`src/rtl/synth_pkg.sv`:
```
// synth_pkg: shared constants for the voice allocator slice.
// FSM encodings, default sizes and the voice code slice helper.
`ifndef VOICE_CODE_SLICE
`define VOICE_CODE_SLICE(i, w) (i)*(w) +: (w)
`endif

package synth_pkg;

  localparam logic [1:0] IDLE   = 2'd0;
  localparam logic [1:0] SCAN   = 2'd1;
  localparam logic [1:0] COMMIT = 2'd2;

  typedef enum logic [1:0] {
    ST_IDLE   = IDLE,
    ST_SCAN   = SCAN,
    ST_COMMIT = COMMIT
  } state_t;

  localparam int NUM_VOICES_D = 8;
  localparam int CODE_W_D     = 8;
  localparam int AGE_W_D      = 4;

endpackage

```
`src/rtl/voice_slot.sv`:
```
// voice_slot: gate, hold, key code and age of one synth voice.
// Allocator commands take priority over the pedal release.
module voice_slot
  import synth_pkg::*;
#(
  parameter int CODE_W = CODE_W_D,
  parameter int AGE_W  = AGE_W_D
) (
  input  logic              clk,
  input  logic              reset,
  input  logic              alloc,
  input  logic              retrig,
  input  logic              rel,
  input  logic              hold,
  input  logic              clear_held,
  input  logic              age_inc,
  input  logic [CODE_W-1:0] new_code,
  output logic              gate,
  output logic [CODE_W-1:0] code,
  output logic [AGE_W-1:0]  age
);

  localparam logic [AGE_W-1:0] AGE_MAX = '1;

  logic held;

  // One command per cycle; otherwise pedal release and ageing.
  always_ff @(posedge clk or negedge reset) begin
    if (!reset) begin
      gate <= 1'b0;
      held <= 1'b0;
      code <= '0;
      age  <= '0;
    end else if (alloc) begin
      gate <= 1'b1;
      held <= 1'b0;
      code <= new_code;
      age  <= '0;
    end else if (retrig) begin
      gate <= 1'b1;
      held <= 1'b0;
      age  <= '0;
    end else if (rel) begin
      gate <= 1'b0;
      held <= 1'b0;
    end else if (hold) begin
      held <= 1'b1;
    end else begin
      if (clear_held && held) begin
        gate <= 1'b0;
        held <= 1'b0;
      end
      if (age_inc && gate && age != AGE_MAX) begin
        age <= age + 1'b1;
      end
    end
  end

endmodule

```
`src/rtl/voice_allocator.sv`:
```
// voice_allocator: shares NUM_VOICES oscillators between key events.
// Scans slots one per cycle, then retriggers, allocates or steals.
module voice_allocator
  import synth_pkg::*;
#(
  parameter int NUM_VOICES = NUM_VOICES_D,
  parameter int CODE_W     = CODE_W_D,
  parameter int AGE_W      = AGE_W_D
) (
  input  logic                         clk,
  input  logic                         reset,
  input  logic                         key_valid,
  output logic                         key_ready,
  input  logic [CODE_W-1:0]            key_code,
  input  logic                         key_make,
  input  logic                         sustain,
  output logic [NUM_VOICES-1:0]        voice_gate,
  output logic [NUM_VOICES*CODE_W-1:0] voice_code,
  output logic [NUM_VOICES-1:0]        voice_start,
  output logic                         steal,
  output logic                         busy
);

  localparam int SLOT_W = (NUM_VOICES > 1) ? $clog2(NUM_VOICES) : 1;
  localparam int IDX_W  = $clog2(NUM_VOICES + 1);
  localparam logic [IDX_W-1:0] LAST = IDX_W'(NUM_VOICES);

  state_t state;

  logic [IDX_W-1:0]  idx;
  logic [CODE_W-1:0] ev_code;
  logic              ev_make;

  logic              p_vld;
  logic [SLOT_W-1:0] p_idx;
  logic              p_gate;
  logic [CODE_W-1:0] p_code;
  logic [AGE_W-1:0]  p_age;

  logic              m_hit;
  logic [SLOT_W-1:0] m_idx;
  logic              f_hit;
  logic [SLOT_W-1:0] f_idx;
  logic              o_hit;
  logic [SLOT_W-1:0] o_idx;
  logic [AGE_W-1:0]  o_age;

  logic              rd_gate;
  logic [CODE_W-1:0] rd_code;
  logic [AGE_W-1:0]  rd_age;

  logic              sus_q;
  logic              sus_qq;
  logic              fall;

  logic              commit;
  logic              press;
  logic              brk;
  logic              take;
  logic [SLOT_W-1:0] tgt;

  logic [NUM_VOICES-1:0] alloc;
  logic [NUM_VOICES-1:0] retrig;
  logic [NUM_VOICES-1:0] rel;
  logic [NUM_VOICES-1:0] hold;
  logic [NUM_VOICES-1:0] start_d;
  logic                  steal_d;

  logic [NUM_VOICES-1:0] slot_gate;
  logic [CODE_W-1:0]     slot_code [NUM_VOICES];
  logic [AGE_W-1:0]      slot_age  [NUM_VOICES];

  assign key_ready  = (state == ST_IDLE);
  assign busy       = ~key_ready;
  assign voice_gate = slot_gate;
  assign fall       = sus_qq & ~sus_q;

  // Slot read port addressed by the scan index.
  always_comb begin
    rd_gate = 1'b0;
    rd_code = '0;
    rd_age  = '0;
    for (int i = 0; i < NUM_VOICES; i++) begin
      if (idx == IDX_W'(i)) begin
        rd_gate = slot_gate[i];
        rd_code = slot_code[i];
        rd_age  = slot_age[i];
      end
    end
  end

  // Event FSM: latch, walk slots through a one-deep read pipe, commit.
  always_ff @(posedge clk or negedge reset) begin
    if (!reset) begin
      state   <= ST_IDLE;
      idx     <= '0;
      ev_code <= '0;
      ev_make <= 1'b0;
      p_vld   <= 1'b0;
      p_idx   <= '0;
      p_gate  <= 1'b0;
      p_code  <= '0;
      p_age   <= '0;
      m_hit   <= 1'b0;
      m_idx   <= '0;
      f_hit   <= 1'b0;
      f_idx   <= '0;
      o_hit   <= 1'b0;
      o_idx   <= '0;
      o_age   <= '0;
    end else begin
      unique case (state)
        ST_IDLE: begin
          if (key_valid) begin
            ev_code <= key_code;
            ev_make <= key_make;
            idx     <= '0;
            p_vld   <= 1'b0;
            m_hit   <= 1'b0;
            f_hit   <= 1'b0;
            o_hit   <= 1'b0;
            o_age   <= '0;
            state   <= ST_SCAN;
          end
        end
        ST_SCAN: begin
          if (idx != LAST) begin
            p_vld  <= 1'b1;
            p_idx  <= idx[SLOT_W-1:0];
            p_gate <= rd_gate;
            p_code <= rd_code;
            p_age  <= rd_age;
            idx    <= idx + 1'b1;
          end else begin
            p_vld <= 1'b0;
            state <= ST_COMMIT;
          end
          if (p_vld && p_gate && !m_hit && p_code == ev_code) begin
            m_hit <= 1'b1;
            m_idx <= p_idx;
          end
          if (p_vld && !p_gate && !f_hit) begin
            f_hit <= 1'b1;
            f_idx <= p_idx;
          end
          if (p_vld && p_gate && (!o_hit || p_age > o_age)) begin
            o_hit <= 1'b1;
            o_idx <= p_idx;
            o_age <= p_age;
          end
        end
        ST_COMMIT: begin
          state <= ST_IDLE;
        end
        default: begin
          state <= ST_IDLE;
        end
      endcase
    end
  end

  assign commit = (state == ST_COMMIT);
  assign press  = commit & ev_make;
  assign brk    = commit & ~ev_make;
  assign take   = press & ~m_hit & (f_hit | o_hit);
  assign tgt    = f_hit ? f_idx : o_idx;

  // Decode the scan result into per-slot commands.
  always_comb begin
    alloc   = '0;
    retrig  = '0;
    rel     = '0;
    hold    = '0;
    for (int i = 0; i < NUM_VOICES; i++) begin
      retrig[i] = press & m_hit & (m_idx == SLOT_W'(i));
      alloc[i]  = take & (tgt == SLOT_W'(i));
      rel[i]    = brk & m_hit & (m_idx == SLOT_W'(i)) & ~sustain;
      hold[i]   = brk & m_hit & (m_idx == SLOT_W'(i)) & sustain;
    end
    start_d = alloc | retrig;
    steal_d = press & ~m_hit & ~f_hit & o_hit;
  end

  // Pedal history for the falling-edge release of held voices.
  always_ff @(posedge clk or negedge reset) begin
    if (!reset) begin
      sus_q  <= 1'b0;
      sus_qq <= 1'b0;
    end else begin
      sus_q  <= sustain;
      sus_qq <= sus_q;
    end
  end

  // Phase restart and steal pulses, one cycle after COMMIT.
  always_ff @(posedge clk or negedge reset) begin
    if (!reset) begin
      voice_start <= '0;
      steal       <= 1'b0;
    end else begin
      voice_start <= start_d;
      steal       <= steal_d;
    end
  end

  for (genvar i = 0; i < NUM_VOICES; i++) begin : g_slot
    voice_slot #(
      .CODE_W (CODE_W),
      .AGE_W  (AGE_W)
    ) u_slot (
      .clk        (clk),
      .reset      (reset),
      .alloc      (alloc[i]),
      .retrig     (retrig[i]),
      .rel        (rel[i]),
      .hold       (hold[i]),
      .clear_held (fall),
      .age_inc    (press),
      .new_code   (ev_code),
      .gate       (slot_gate[i]),
      .code       (slot_code[i]),
      .age        (slot_age[i])
    );
    assign voice_code[`VOICE_CODE_SLICE(i, CODE_W)] = slot_code[i];
  end

endmodule
```
`config.mk`:
```
export PLATFORM = sky130hd
export DESIGN_NAME = voice_allocator
export DESIGN_NICKNAME = d
export VERILOG_FILES = /design/src/rtl/synth_pkg.sv /design/src/rtl/voice_slot.sv /design/src/rtl/voice_allocator.sv
export SDC_FILE = /design/constraint.sdc
export NUM_CORES = 1
export LEC_CHECK = 0
export ABC_CLOCK_PERIOD_IN_PS = 2300
export CAP_MARGIN = 30
export CORE_MARGIN = 5
export CORE_UTILIZATION = 51
export DETAILED_ROUTE_END_ITERATION = 12
export PLACE_DENSITY = 0.7
export SKIP_LAST_GASP = 1
export SLEW_MARGIN = 10
export SYNTH_ARGS = -nofsm -noshare
export SYNTH_HDL_FRONTEND = slang
export SYNTH_SLANG_ARGS = --single-unit
```
`constraint.sdc`:
```
create_clock -name clk -period 2.3 [get_ports clk]
set_clock_uncertainty 0.1 [all_clocks]
set_input_delay 0.575 -clock clk [delete_from_list [all_inputs] [get_ports clk]]
set_output_delay 0.575 -clock clk [all_outputs]
set_load 0.005 [all_outputs]
```
==> results.py, run 1 <==
metrics = {
    "outcome": {
        "outcome": "complete, no violations",
    },
    "layout": {
        "drive_gt1_share_pct": 20.29,
        "n_antenna_cell": 0,
        "stdcell_count": 1127,
        "finalNetCount": 923,
        "area_growth_pct": 23.02,
    },
    "synthesis": {
        "async_reset_ff_share_pct": 100.0,
        "ys_seq_elements": 171,
        "synth_ff_type": "dfrtp_1",
        "yosysWarnings": 0,
        "avgSynthCellArea_um2": 10.74,
        "yosysTopAreaCellShare_pct": 50.37,
        "syn_area_mm2": 0.008496,
        "synth_common_cells": "171 x dfrtp_1, 75 x mux2_2, 70 x nor2_1",
        "ys_top_cells_by_area": "dfrtp_1 50%, mux2_2 9.9%, nor2_1 3.1%, nand2_1 3.0%, a21oi_1 2.5%",
        "synth_nets": 820,
        "ys_seq_area_share_pct": 50.37,
        "syn_inst": 791,
        "synth_top_area_cell": "dfrtp_1",
        "yosysMostFrequentCell": "dfrtp_1",
        "synth_cell_types": 62,
        "synth_edf_count": 0,
    },
    "worst_setup_path": {
        "path_max_fanout": 4,
        "crit_path_cell_trace": "nor2_4 > clkdlybuf4s50_1",
        "r2r_setup_slack_ns": 0.09,
        "start_kind": "register",
        "crit_family": "buffers and inverters",
        "critPathKind": "register to output port",
        "path_buf_inv": 1,
        "r2r-start": "state[1]$_DFFE_PN0P_",
        "cp-end-kind": "output port",
        "arrival_ns": 1.57,
        "r2r.worst_path.cells": 6,
        "required_ns": 1.62,
        "critPathSlowestCell": "clkdlybuf4s50_1",
        "crit-reg2reg-capture": "m_idx[1]$_DFFE_PN0P_",
        "max_stage_delay_ns": 0.53,
    },
    "hold_path": {
        "min_from": "sus_q$_DFF_PN0_",
        "min_path_cells": 0,
        "hold_path_end": "sus_qq$_DFF_PN0_",
        "hold_class": "register to register",
    },
    "placed_design": {
        "pre_cts_ws_ns": 0.1164,
        "dp.cells": 1090,
        "dp_hpwl_um": 17270,
        "place.port_buffers": 95,
        "gp_congestion": 0.9361,
    },
    "floorplan": {
        "die_w_um": 139.1,
        "die_area_mm2": 0.01934,
        "core-area_mm2": 0.01647,
        "die_h_um": 139.1,
        "ios": 96,
        "start_util_pct": 51.60,
        "rows": 47,
    },
    "cts": {
        "root_buffer": "clkbuf_16",
        "cts.clk_slew.worst_paths_ns": 0.07,
        "cts_tree": "yes",
        "cts.sink_count": 171,
        "insertion_delay_ns": 0.44,
        "htree_num_levels": 4,
        "cts_made_buffers": 17,
        "clock_path_buffers": 2,
    },
    "global_routing": {
        "grt_util_all_layers_pct": 25.11,
        "grt_pass1_vias": 7115,
        "grt_max_degree": 49,
        "grt_pass1_wl_um": 38470,
        "antenna_found_initial": 0,
        "grt-ovfl-total": 0,
    },
    "sta": {
        "finalMaxSlewViolations": 0,
        "maxSlewHeadroom_pct": 58.28,
        "setup_tns_ns": 0,
        "hold_viol": 0,
        "grt_setup_unrepaired": "no",
        "tightest_slew_ns": 0.6258,
        "fmax_mhz": 444.6,
        "finalCriticalPeriod_ns": 2.249,
        "min_period_over_period_pct": 97.79,
        "setup_viol": 0,
        "setup_slack_ns": 0.05088,
    },
    "route": {
        "wl_per_cell_um": 21.41,
        "drt_wl_total_um": 24130,
        "ant_nets": 0,
        "via_count": 6883,
        "routed_via_density": 6.107,
        "first_pass_iters": 5,
        "drt_iter0_drc": 680,
        "drc": 0,
    },
    "power": {
        "power_density_mw_per_mm2": 1028,
        "sequentialPowerShare_pct": 38.0,
        "p_sw_w": 0.004058,
        "clkPwrFrac_pct": 27.0,
        "p_sw_share_pct": 37.76,
        "vdd_drop_max_mv": 0.7000,
        "cellLeakagePower_nw": 4.725,
        "pwr-share-comb_pct": 35.0,
        "power_w": 0.01075,
        "internal_power_w": 0.006689,
    },
    "flow_run": {
        "drv_cap": 0,
    },
}
per-layer routing:
metal	GRT usage [%]	routed length, um	vias up
li1	-	-	3055
met1	31.25	9685	3428
met2	42.55	11860	326
met3	4.517	1554	74
met4	11.84	1034	0
met5	0	0	-
repair_timing:
action	CTS	global route
setup buffers	3	0
hold buffers	1	0
gates resized for setup	4	2
endpoints found under the hold margin	30	0
endpoints found under the setup margin	2	11
pin swaps	0	1
gates cloned	0	0
power by group through the flow:
stage                     clock network [W]  registers (W)  logic, W
final                               0.00291        0.00408   0.00376
after global routing                0.00306        0.00414   0.00406
after CTS                           0.00294        0.00407   0.00370
after detailed placement                  0        0.00414   0.00362
after global placement                    0        0.00411   0.00352
after floorplan                           0        0.00379   0.00263
final cells by class:
| class | instances | area (um2) |
|---|---|---|
| clock buffer | 17 | 425.4 |
| tap | 220 | 275.3 |
| multi-input combinational | 533 | 3854 |
| clock inverter | 15 | 177.7 |
| sequential | 171 | 4282 |
| timing repair buffer | 141 | 1325 |
| fill | 1306 | 6015 |
| inverter | 30 | 112.6 |
sequential cells by signal, summed over array words and instances (netlist names), 4 cells and up:
name and cells:
idx 4, g_slot.u_slot.held 8, voice_start 8, g_slot.u_slot.age 32, g_slot.u_slot.code 64, ev_code 8, g_slot.u_slot.gate 8, o_age 4
p_code 8, p_age 4
per-stage QoR:
step	hold WS (ns)	cell area [um2]	utilization [%]
after global placement	0.2628	9791	59.46
after global routing	0.3013	10450	63.47
after floorplan	0.1794	8496	-
final	0.2843	10450	63.47
after detailed placement	0.2751	9791	59.46
after CTS	0.2905	10440	63.38
cells by family after synthesis:
group           Yosys count  share of synthesized area, %
fa+ha+maj                16                         2.356
xor+xnor                 33                         3.402
buf+inv                  87                         4.448
mux                      85                         11.13
simple gates            207                         11.97
flops                   171                         50.37
compound gates          192                         16.32
worst max path at each step:
| stage | startpoint | end | slack, ns | cells after the start |
|---|---|---|---|---|
| floorplan | idx[0]$_DFFE_PN0P_ | p_age[2]$_DFFE_PN0P_ | 0.35 | 8 |
| global placement | state[0]$_DFFE_PN0P_ | m_idx[2]$_DFFE_PN0P_ | 0.15 | 5 |
| detailed placement | sustain | g_slot[0].u_slot.gate$_DFFE_PN0P_ | 0.12 | 3 |
| CTS | state[0]$_DFFE_PN0P_ | key_ready | 0.04 | 2 |
| global route | idx[0]$_DFFE_PN0P_ | p_code[1]$_DFFE_PN0P_ | 0.004 | 7 |
| finish | state[1]$_DFFE_PN0P_ | key_ready | 0.05 | 2 |
layout by cell type (no fill, tap or decap), types with 7 or more instances in the layout:
master,n
nor2b_1,8
mux2i_1,9
a21oi_1,42
clkdlybuf4s50_1,94
nor2_1,69
ha_1,15
a221oi_1,13
inv_1,30
xnor2_1,11
nand4_1,8
xor2_1,22
o211ai_1,7
a22oi_1,12
mux2_2,75
o21bai_1,7
o22a_1,12
clkbuf_16,17
o22ai_1,29
buf_4,43
o32ai_1,11
a22o_1,7
nor3_1,7
nand2_1,67
o21ai_0,15
dfrtp_1,169
Power figures use the tool's default switching activity.
==> inputs of run 2 (changes only) <==
- SYNTH_HIERARCHICAL: default -> 1
==> run 2 against run 1 <==
Net effect:
- highest routed layer unchanged
- count of clock-buffer cells in the layout stayed put
- die area rose by 4.5%
- final area is 7.7% higher
- flip-flop and latch count is the same
- routed wire length grew 6.4%
- register-to-register slack gained 0.04 ns
- clock power grew 4%
- critical path depth stayed put
==> results.py, run 2 <==
metrics = {
    "cts": {
        "cts.clk_slew.worst_paths_ns": 0.07,
        "clock_path_buffers": 2,
        "htree_num_levels": 4,
        "cts_tree": "yes",
        "root_buffer": "clkbuf_16",
        "cts.sink_count": 171,
        "cts_made_buffers": 17,
        "insertion_delay_ns": 0.44,
    },
    "placed_design": {
        "place.port_buffers": 95,
        "gp_congestion": 0.9295,
        "dp_hpwl_um": 18850,
        "placed_cell_area_mm2": 0.01059,
        "dp.cells": 1217,
        "pre_cts_ws_ns": -0.1108,
    },
    "synthesis": {
        "ys_top_cells_by_area": "dfrtp_1 48%, mux2_2 6.3%, a21oi_1 4.7%, mux2_1 4.0%, nand2_1 2.7%",
        "async_reset_ff_share_pct": 100.0,
        "synth_top_family_by_area": "simple AND/OR/NAND/NOR gates",
        "syn_inst": 871,
        "synth_cell_types": 59,
        "synth_adder_area_share_pct": 2.247,
        "synth_common_cells": "171 x dfrtp_1, 84 x a21oi_1, 65 x nand2_1",
        "synth_nets": 900,
        "yosysTopAreaCellShare_pct": 48.02,
        "synth_compound_area_share_pct": 15.57,
        "synth_mux_area_share_pct": 11.88,
        "synth_edf_count": 0,
        "ys_seq_elements": 171,
        "synth_ff_type": "dfrtp_1",
        "avgSynthCellArea_um2": 10.23,
        "synth_xor_area_share_pct": 0.8846,
        "yosysWarnings": 6,
        "yosys.area_share.simple_pct": 17.27,
        "syn_area_mm2": 0.008911,
        "ys_seq_area_share_pct": 48.02,
        "yosysMostFrequentCell": "dfrtp_1",
        "synth_top_area_cell": "dfrtp_1",
    },
    "layout": {
        "top_register": "g_slot.u_slot/code",
        "largest_register_ffs": 64,
        "finalNetCount": 1044,
        "fillers": 1372,
        "reg_top3": "g_slot.u_slot/code x64, g_slot.u_slot/age x32",
        "drive_gt1_share_pct": 17.32,
        "final_area_mm2": 0.01126,
        "stdcell_count": 1253,
        "mostFrequentLayoutCell": "dfrtp_1",
        "area_growth_pct": 26.33,
        "n_antenna_cell": 0,
        "final_cell_mix": "169 x dfrtp_1, 94 x clkdlybuf4s50_1, 84 x a21oi_1",
    },
    "sta": {
        "min_period_over_period_pct": 96.63,
        "setup_tns_ns": 0,
        "fmax_mhz": 449.9,
        "setup_viol": 0,
        "finalMaxSlewViolations": 0,
        "finalCriticalPeriod_ns": 2.223,
        "tightest_slew_ns": 0.4367,
        "grt_setup_unrepaired": "no",
        "maxSlewHeadroom_pct": 70.14,
        "hold_slack_ns": 0.2822,
        "hold_viol": 0,
        "setup_slack_ns": 0.07748,
    },
    "power": {
        "power_density_mw_per_mm2": 1033,
        "cellLeakagePower_nw": 5.164,
        "vdd_drop_max_mv": 0.7382,
    },
    "route": {
        "wl_per_cell_um": 20.49,
        "drt_iter0_drc": 623,
        "via_count": 7473,
        "routed_via_density": 5.964,
        "drt_wl_total_um": 25670,
        "drc": 0,
        "ant_nets": 0,
        "first_pass_iters": 5,
    },
    "floorplan": {
        "die_area_mm2": 0.02022,
        "rows": 48,
        "core-area_mm2": 0.01724,
        "die_h_um": 142.2,
        "ios": 96,
        "die_w_um": 142.2,
        "start_util_pct": 51.70,
    },
    "outcome": {
        "outcome": "complete, no violations",
    },
    "worst_setup_path": {
        "r2r-start": "f_hit$_DFFE_PN0P_",
        "critPathKind": "register to output port",
        "path_max_fanout": 6,
        "required_ns": 1.62,
        "arrival_ns": 1.55,
        "r2r_setup_slack_ns": 0.13,
        "start_kind": "register",
        "r2r.worst_path.cells": 6,
        "cp-end-kind": "output port",
        "crit-reg2reg-capture": "g_slot[5].u_slot/code[7]$_DFFE_PN0P_",
    },
    "hold_path": {
        "min_path_cells": 0,
        "min_from": "sus_q$_DFF_PN0_",
        "hold_path_end": "sus_qq$_DFF_PN0_",
        "hold_class": "register to register",
    },
    "global_routing": {
        "grt_util_all_layers_pct": 26.06,
        "antenna_found_initial": 0,
        "grt-ovfl-total": 0,
        "grt_pass1_wl_um": 40830,
        "grt_max_degree": 50,
        "grt_pass1_vias": 7332,
    },
    "flow_run": {
        "drv_cap": 0,
    },
}
[run 2: what timing repair did]
item	CTS	global route
hold endpoints to repair	28	0
hold buffers	1	0
pin swaps	0	1
buffers inserted	1	2
gates resized for setup	2	4
setup endpoints to repair	2	14
[run 2: how the worst max path moves through the flow]
stage | start | to | slack (ns) | cells after the start
2_1_floorplan | f_hit$_DFFE_PN0P_ | g_slot[1].u_slot/code[3]$_DFFE_PN0P_ | 0.36 | 6
3_3_place_gp | sustain | g_slot[1].u_slot/age[3]$_DFFE_PN0P_ | -0.09 | 8
3_5_place_dp | sustain | g_slot[5].u_slot/age[3]$_DFFE_PN0P_ | -0.11 | 8
4_1_cts | idx[1]$_DFFE_PN0P_ | p_age[0]$_DFFE_PN0P_ | 0.03 | 8
5_1_grt | state[1]$_DFFE_PN0P_ | key_ready | 0.02 | 2
6_report | state[1]$_DFFE_PN0P_ | key_ready | 0.08 | 2
[run 2: routing by layer]
metal / vias to the layer above / global-route usage [%] / part of all wire [%]
met1: 3706 / 36.42 / 44
met3: 54 / 4.368 / 5.9
li1: 3436 / - / -
met4: 0 / 10.30 / 3.6
met5: - / 0 / 0
met2: 277 / 40.77 / 46
[run 2: kinds of logic (layout without fill, tap and decap cells)]
kind of cell | count (synthesis) | count (layout)
buffers and inverters | 87 | 244
muxes | 94 | 94
AOI/OAI and AO/OA | 224 | 224
and+or+nand+nor | 270 | 270
adders and majority gates | 16 | 16
DFF | 171 | 171
xor gates and xnor gates | 9 | 9
[run 2: stage by stage]
stage | util, % | power (W)
finish | 65.31 | 0.01163
global route | 65.31 | 0.01228
detailed placement | 61.43 | 0.008623
global placement | 61.43 | 0.008515
CTS | 65.16 | 0.01159
floorplan | - | 0.006868
[run 2: area by class of cell]
type | count | area [um2] | share of cell area [%]
Sequential cell | 171 | 4282 | 38.04
Clock buffer | 17 | 425.4 | 3.779
Clock inverter | 15 | 193.9 | 1.723
Tap cell | 225 | 281.5 | 2.501
Inverter | 43 | 165.2 | 1.467
Multi-Input combinational cell | 613 | 4274 | 37.97
Timing Repair Buffer | 169 | 1635 | 14.53
[run 2: critical path, cell delays in order (launching register included)]
cell and delay (ns):
dfrtp_2 0.47, nor2_4 0.14, clkdlybuf4s50_1 0.52
[run 2: power breakdown]
part | leakage [nW] | internal [W] | total [W] | switching (W)
Combinational | 2.64 | 0.00198 | 0.00435 | 0.00237
Sequential | 2.22 | 0.00358 | 0.00426 | 0.000680
Clock | 0.306 | 0.00167 | 0.00302 | 0.00135
==> inputs of run 3 (changes only) <==
- CAP_MARGIN: 30 -> default
==> results of run 3 <==
The final DEF is identical to that of run 2; final timing and power are the same.
